===== config.mk =====
export PLATFORM = sky130hd
export DESIGN_NAME = mem_port_arbiter
export DESIGN_NICKNAME = d
export VERILOG_FILES = /design/src/rtl/mem_port_arbiter.sv
export SDC_FILE = /design/constraint.sdc
export NUM_CORES = 1
export LEC_CHECK = 0
export CORE_MARGIN = 3
export CORE_UTILIZATION = 43
export DETAILED_ROUTE_END_ITERATION = 12
export PLACE_DENSITY = 0.8
export SETUP_SLACK_MARGIN = 0.05
export SLEW_MARGIN = 20
export SYNTH_ARGS = -nofsm -noshare
export SYNTH_HDL_FRONTEND = slang
export SYNTH_SLANG_ARGS = --single-unit
export TNS_END_PERCENT = 1

===== constraint.sdc =====
create_clock -name clk -period 2.5 [get_ports clk]
set_input_delay 0.5 -clock clk [delete_from_list [all_inputs] [get_ports clk]]
set_output_delay 0.5 -clock clk [all_outputs]
set_load 0.02 [all_outputs]

===== src/rtl/mem_port_arbiter.sv =====
`default_nettype none
// ============================================================================
// Module   : mem_port_arbiter
// Purpose  : Shares one single-ported memory between instruction fetch and
//            the load/store stage. Data has fixed priority over fetch.
//            Generates byte strobes and lane-replicated store data, returns
//            lane-shifted load data, rejects misaligned data accesses and
//            aborts accesses the memory never acknowledges.
// Revision : 1.0  initial release
// ============================================================================
module mem_port_arbiter #(
  parameter int TIMEOUT = 16
) (
  input  logic        clk,
  input  logic        rst_n,
  // instruction fetch
  input  logic        if_req,
  input  logic [31:0] if_addr,
  output logic        if_done,
  output logic [31:0] if_rdata,
  output logic        if_err,
  // load/store stage
  input  logic        d_req,
  input  logic [4:0]  d_op,
  input  logic [31:0] d_addr,
  input  logic [31:0] d_wdata,
  output logic        d_done,
  output logic [31:0] d_rdata,
  output logic        d_err,
  // memory port
  output logic        mem_req,
  output logic        mem_we,
  output logic [3:0]  mem_wstrb,
  output logic [31:0] mem_addr,
  output logic [31:0] mem_wdata,
  input  logic [31:0] mem_rdata,
  input  logic        mem_ready
);

  localparam logic [1:0] IDLE   = 2'd0;
  localparam logic [1:0] BUSY_I = 2'd1;
  localparam logic [1:0] BUSY_D = 2'd2;
  localparam logic [1:0] RESP   = 2'd3;

  localparam int            CW   = $clog2(TIMEOUT);
  localparam logic [CW-1:0] LAST = CW'(TIMEOUT - 1);

  logic [1:0]    state;
  logic [CW-1:0] tcnt;
  logic [1:0]    d_off;

  logic [1:0]  d_size;
  logic [1:0]  off;
  logic        d_illegal;
  logic [3:0]  lane_strb;
  logic [31:0] lane_data;

  // sign/unsigned flag, reserved op bit and fetch byte offset are not used here
  logic unused_bits;
  assign unused_bits = ^{d_op[4], d_op[2], if_addr[1:0]};

  assign d_size = d_op[1:0];
  assign off    = d_addr[1:0];

  // Alignment check plus strobe/data lane placement for the pending data request
  always_comb begin
    d_illegal = 1'b0;
    lane_strb = 4'b1111;
    lane_data = d_wdata;
    case (d_size)
      2'b00: begin
        lane_strb = 4'b0001 << off;
        lane_data = {4{d_wdata[7:0]}};
      end
      2'b01: begin
        d_illegal = off[0];
        lane_strb = 4'b0011 << off;
        lane_data = {2{d_wdata[15:0]}};
      end
      2'b10: begin
        d_illegal = (off != 2'b00);
      end
      default: begin
        d_illegal = 1'b1;
      end
    endcase
  end

  // Request sequencing, memory port drive, timeout and response registers
  always_ff @(posedge clk or negedge rst_n) begin
    if (!rst_n) begin
      state     <= IDLE;
      tcnt      <= '0;
      d_off     <= 2'b00;
      mem_req   <= 1'b0;
      mem_we    <= 1'b0;
      mem_wstrb <= 4'b0000;
      mem_addr  <= 32'h0;
      mem_wdata <= 32'h0;
      if_done   <= 1'b0;
      if_err    <= 1'b0;
      if_rdata  <= 32'h0;
      d_done    <= 1'b0;
      d_err     <= 1'b0;
      d_rdata   <= 32'h0;
    end else begin
      if_done <= 1'b0;
      if_err  <= 1'b0;
      d_done  <= 1'b0;
      d_err   <= 1'b0;
      case (state)
        IDLE: begin
          tcnt <= '0;
          if (d_req) begin
            d_off <= off;
            if (d_illegal) begin
              // rejected without touching the memory
              state  <= RESP;
              d_done <= 1'b1;
              d_err  <= 1'b1;
            end else begin
              state     <= BUSY_D;
              mem_req   <= 1'b1;
              mem_we    <= d_op[3];
              mem_wstrb <= d_op[3] ? lane_strb : 4'b0000;
              mem_addr  <= {d_addr[31:2], 2'b00};
              mem_wdata <= lane_data;
            end
          end else if (if_req) begin
            state     <= BUSY_I;
            mem_req   <= 1'b1;
            mem_we    <= 1'b0;
            mem_wstrb <= 4'b0000;
            mem_addr  <= {if_addr[31:2], 2'b00};
          end
        end
        BUSY_I, BUSY_D: begin
          if (mem_ready || (tcnt == LAST)) begin
            // completion has priority over abort on the final cycle
            state     <= RESP;
            mem_req   <= 1'b0;
            mem_we    <= 1'b0;
            mem_wstrb <= 4'b0000;
            if (state == BUSY_I) begin
              if_done <= 1'b1;
              if_err  <= ~mem_ready;
              if (mem_ready) if_rdata <= mem_rdata;
            end else begin
              d_done <= 1'b1;
              d_err  <= ~mem_ready;
              if (mem_ready) d_rdata <= mem_rdata >> {d_off, 3'b000};
            end
          end else begin
            tcnt <= tcnt + 1'b1;
          end
        end
        default: begin
          // RESP: requests are not sampled during the done cycle
          state <= IDLE;
        end
      endcase
    end
  end

endmodule
`default_nettype wire


# Yosys cells after proc, flatten, opt, wreduce, memory -nomap -nowiden
# Index checks and enable logic that the tools add are counted.
op_classes:
  eq_ne: 10
  add_sub_neg: 1
  n_bitwise: 3
  muxes: 42
  n_reduce_logical: 15
  shift: 3
op_table:
  columns: ["op", "count"]
  rows:
  - ["32-bit two-way mux", 3]
  - ["32-bit one-hot mux with 2 select lines", 1]
  - ["32-bit by 5-bit right shift with 32-bit output", 1]
  - ["4-bit two-way mux", 6]
  - ["4-bit one-hot mux with 2 select lines", 3]
  - ["1-bit two-way mux", 20]
  - ["4-bit AND reduction", 3]
  - ["1-bit one-hot mux with 2 select lines", 4]
  - ["2-bit two-way mux", 3]
  - ["2-bit != test (second input constant)", 3]
  - ["3-bit != test (second input constant)", 2]
  - ["2-bit AND reduction", 3]
  - ["3-bit AND reduction", 2]
  - ["2-bit nonzero test", 3]
  - ["4-bit by 1-bit adder with 4-bit output (second input constant)", 1]
  - ["2-bit by 1-bit == test with 1-bit output (second input constant)", 2]
  - ["2-bit == test (second input constant)", 2]
  - ["4-bit == test (second input constant)", 1]
  - ["2-bit zero test", 2]
  - ["2-bit one-hot mux with 2 select lines", 1]
  - ["1-bit by 2-bit left shift with 4-bit output (first input constant)", 1]
  - ["2-bit by 2-bit left shift with 4-bit output (first input constant)", 1]
  - ["1-bit NOT", 3]
  - ["1-bit one-hot mux with 3 select lines", 1]
  - ["2 further kinds", 2]
totals:
  register_bits: 146
  out_inout_bits: 138

# Depth between registers and ports, before layout
logic_depth:
  word_depth: 6
  depth_mapped: 8

# Worst setup path before layout
# OpenSTA, ideal clock, no wires.
synth_timing:
  path_kind: "reg-to-reg"
  start: "reg state[0]"
  end: "reg mem_wstrb[0]"
  arrival_ns: 1.848
  setup_ns: 0.121
  stages_incl_launch_ff: 8
  synth_period_minus_slack_ns: 1.969
  required_time_ns: 2.379
  path_slack_ns: 0.531
  cell_sequence: "dfrtp_1 inv_1 ha_1 nor2b_2 a21o_1 or3_1 buf_2 a22o_1"
synth_via:
  elab_chain_cells: 4
  elab_cells_between_ends: 10
  cone_classes: "eq/ne: 5; mux: 1; reduce/logical: 4"
synth_lines:
  columns: ["element", "line", "rtl"]
  rows:
  - ["start, declared", "48", "logic [1:0] state;"]
  - ["start signal, assigned", "92", "state <= IDLE;"]
  - ["start signal, assigned", "118", "state <= RESP;"]
  - ["start signal, assigned", "122", "state <= BUSY_D;"]
  - ["2-bit by 1-bit == test with 1-bit output or 2-bit == test (tied branches)", "111", "case (state)"]
  - ["2-bit OR reduction", "111", null]
  - ["2-bit != test (no line) or 2-bit nonzero test (tied branches)", null, null]
  - ["4-bit AND reduction (no line)", null, null]
  - ["end signal, assigned", "125", "mem_wstrb <= d_op[3] ? lane_strb : 4'b0000;"]
  - ["end, declared", "33", "output logic [3:0] mem_wstrb,"]
# Parallel ways exist; a longest one is shown, timed or not.
# A chain may end at the register's enable or synchronous reset.

# Final worst setup path
layout_timing:
  start: "in d_addr[0]"
  end: "reg mem_wstrb[0]"
layout_via:
  elab_chain_cells: 6
  elab_cells_between_ends: 11
  cone_classes: "eq/ne: 1; shift: 2; mux: 6; reduce/logical: 2"
layout_lines:
  columns: ["element", "line", "rtl"]
  rows:
  - ["start, declared", "25", "input logic [31:0] d_addr,"]
  - ["2-bit by 2-bit left shift with 4-bit output or 1-bit by 2-bit left shift with 4-bit output (tied branches)", "77, 72", null]
  - ["4-bit one-hot mux with 2 select lines", "70", "case (d_size)"]
  - ["4-bit two-way mux", "125", null]
  - ["4-bit two-way mux", "116", "if (d_illegal) begin"]
  - ["4-bit two-way mux", "114", "if (d_req) begin"]
  - ["4-bit one-hot mux with 2 select lines", "111", null]
# Parallel ways exist; a longest one is shown, timed or not. The select of a mux whose other input is x is not followed.

==> reports/metrics.cfg <==
[setup_path]
cp_slowest_cell = clkdlybuf4s50_1
max_stage_delay_ps = 540
worstPathArrival_ps = 2360
critPathKind = in -> reg
path_buf_inv = 1
required_ps = 2790
path_max_fanout = 6
cp-start-kind = input port
path_cells = clkdlybuf4s50_1 -> a21oi_1 -> nor3_1 -> or3_1 -> a22o_1
crit_family = compound AO/OA/AOI/OAI gates
end_kind = flop

[cts]
post_cts_resized = 0
postCtsHoldBufs = 0
clkTransAtPathRegs_ps = 50
cts.path.max_buffers = 2
cts-buffers-inserted = 17
clk_latency_ps = 410
post-cts-setup-buffers = 0
clockRootBuffer = clkbuf_16
clock_sinks = 144
h-tree-depth = 4
cts_tree = built

[final_layout]
final_common_cell = clkdlybuf4s50_1
drive_above_1_share = 0.120
n_antenna_cell = 0
final_cell_mix = clkdlybuf4s50_1 (268), dfrtp_1 (144), nand2_1 (67)
nNetsFinal = 980
area_delta_synth_final_pct = 54.1

[sta]
rsz0062_at_grt = false
tns_ps = 0
post-route-period-util = 0.826
slew_headroom = 0.393
hold_viol = 0
period_needed_ps = 2060
finalSetupViolations = 0
skew_ps = 9.47
max_freq_mhz = 484
slew_viol_final = 0
fin_ws_ps = 436
worst_pin_slew_ps = 908

[die]
core_area_um2 = 14800
start_util = 0.449
die_w_um = 130
rows = 44
dieArea_um2 = 17000
die_h_um = 130
ios = 276

[placed_design]
pre_cts_ws_ps = 22.4
routabilityCongestion = 0.833
dp_hpwl_um = 14100
portBuffers = 269

[detailed_routing]
viasPerCell = 5.22
routed_wl_um = 18800
drtPass1Iterations = 4
ant_nets = 0
drc_errors = 0
wl_per_cell_um = 18.2
routed-via-count = 5402
drtIter0Drc = 220

[min_path]
min_path_type = in -> async

[yosys]
ys_async_sr_fraction = 1.00
synth_edf_count = 0
ys_ff_latch = 144
seq_area_frac_synth = 0.542
yosys_warnings = 0
synth_cell_type_count = 41
syn_inst = 568
syn_area_um2 = 6650
synth-main-ff-cell = dfrtp_1
avgSynthCellArea_um2 = 11.7

[grt]
grt_use_met2 = 0.378
grt_pass1_vias = 5608
grt_use_met3 = 0.0794
grt_max_degree = 72
grt_overflow_total = 0
met1_usage = 0.263
top_usage_layer = met2
antenna_found_initial = 0
grt_usage = 0.222
grt_first_pass_wirelength_um = 29400

[power]
irDropWorstVdd_uv = 643
leakage_nw = 4.40
power_density_nw_per_um2 = 1290

[run_status]
outcome = finished, final reports clean

[flow_run]
cap_violations = 0

==> per-stage QoR <==
step / hold slack (ps) / utilization / instances / area (µm²) / power (mW)
final: 115 / 0.692 / 1034 / 10200 / 13.2
after floorplan: 204 / - / 569 / 6650 / 7.49
after global placement: 462 / 0.650 / 1002 / 9630 / 10.5
after detailed placement: 468 / 0.650 / 1002 / 9630 / 10.7
after global routing: 149 / 0.692 / 1034 / 10200 / 14.0
after CTS: 130 / 0.692 / 1034 / 10200 / 13.3
==> per-layer routing <==
metal | part of all wire | vias up
met5 | 0 | -
met4 | 0.018 | 0
met3 | 0.095 | 26
met2 | 0.50 | 231
met1 | 0.39 | 2604
li1 | - | 2541
==> logic make-up (layout without fill, tap and decap cells) <==
group,Yosys count,in the layout,synth area share
other cells,1,2,0.000564
fa+ha+maj,5,5,0.00941
flops,144,144,0.542
simple gates,127,127,0.0864
compound gates,98,98,0.0847
buf+inv,42,323,0.0288
mux,151,151,0.248
==> state kept, by name, summed over array words and instances, names as in the netlist <==
signal and cells:
tcnt 4, d_rdata 32, mem_wdata 32, if_rdata 32
d_off 2, if_done 1, state 2, mem_we 1
mem_addr 30, d_err 1, mem_req 1, mem_wstrb 4
d_done 1, if_err 1
==> Yosys cell counts, types with 3 or more instances <==
cell type / instances / area (µm²)
mux2_1: 61 / 687
ha_1: 5 / 62.6
o31ai_1: 9 / 67.6
nor2b_1: 10 / 62.6
mux2i_1: 42 / 420
a211oi_1: 8 / 60.1
nand3_1: 3 / 15.0
inv_1: 4 / 15.0
buf_1: 4 / 15.0
o21ai_1: 40 / 200
dfrtp_1: 144 / 3600
o2bb2ai_1: 3 / 26.3
buf_2: 15 / 75.1
clkbuf_1: 16 / 60.1
mux2_2: 48 / 541
nor2_1: 27 / 101
nor3b_1: 3 / 22.5
a21oi_1: 29 / 145
nand2_1: 67 / 251
==> final cells by class <==
class | instances | area, µm²
tap | 184 | 230
clock inverter | 8 | 100
clock buffer | 24 | 512
inverter | 4 | 15.0
multi-input combinational | 383 | 2870
timing repair buffer | 287 | 2920
fill | 1067 | 4570
sequential | 144 | 3600
==> path summary, 6_finish.rpt <==
kind                                    startpoint                        end  slack (ps)  depth (start not counted)
setup / recovery                         d_addr[0]   mem_wstrb[0]$_DFFE_PN0P_         440                          5
hold / removal                               rst_n   if_rdata[22]$_DFFE_PN0P_         110                          1
setup reg to reg              state[0]$_DFFE_PN0P_   mem_wstrb[0]$_DFFE_PN0P_         480                          6
hold reg to reg            d_rdata[17]$_DFFE_PN0P_    d_rdata[17]$_DFFE_PN0P_         480                          2
max in group asynchronous                    rst_n  mem_wdata[27]$_DFFE_PN0P_        1690                          2
min in group clk           d_rdata[17]$_DFFE_PN0P_    d_rdata[17]$_DFFE_PN0P_         480                          2
==> power breakdown <==
part	total [mW]	leakage, nW	switching (mW)	internal [mW]
clock network	2.57	0.303	0.938	1.63
registers	4.12	1.77	0.654	3.47
logic	6.51	2.33	3.31	3.20
total	13.2	4.40	4.90	8.30
Note: power is estimated with default switching activity, not from simulation.
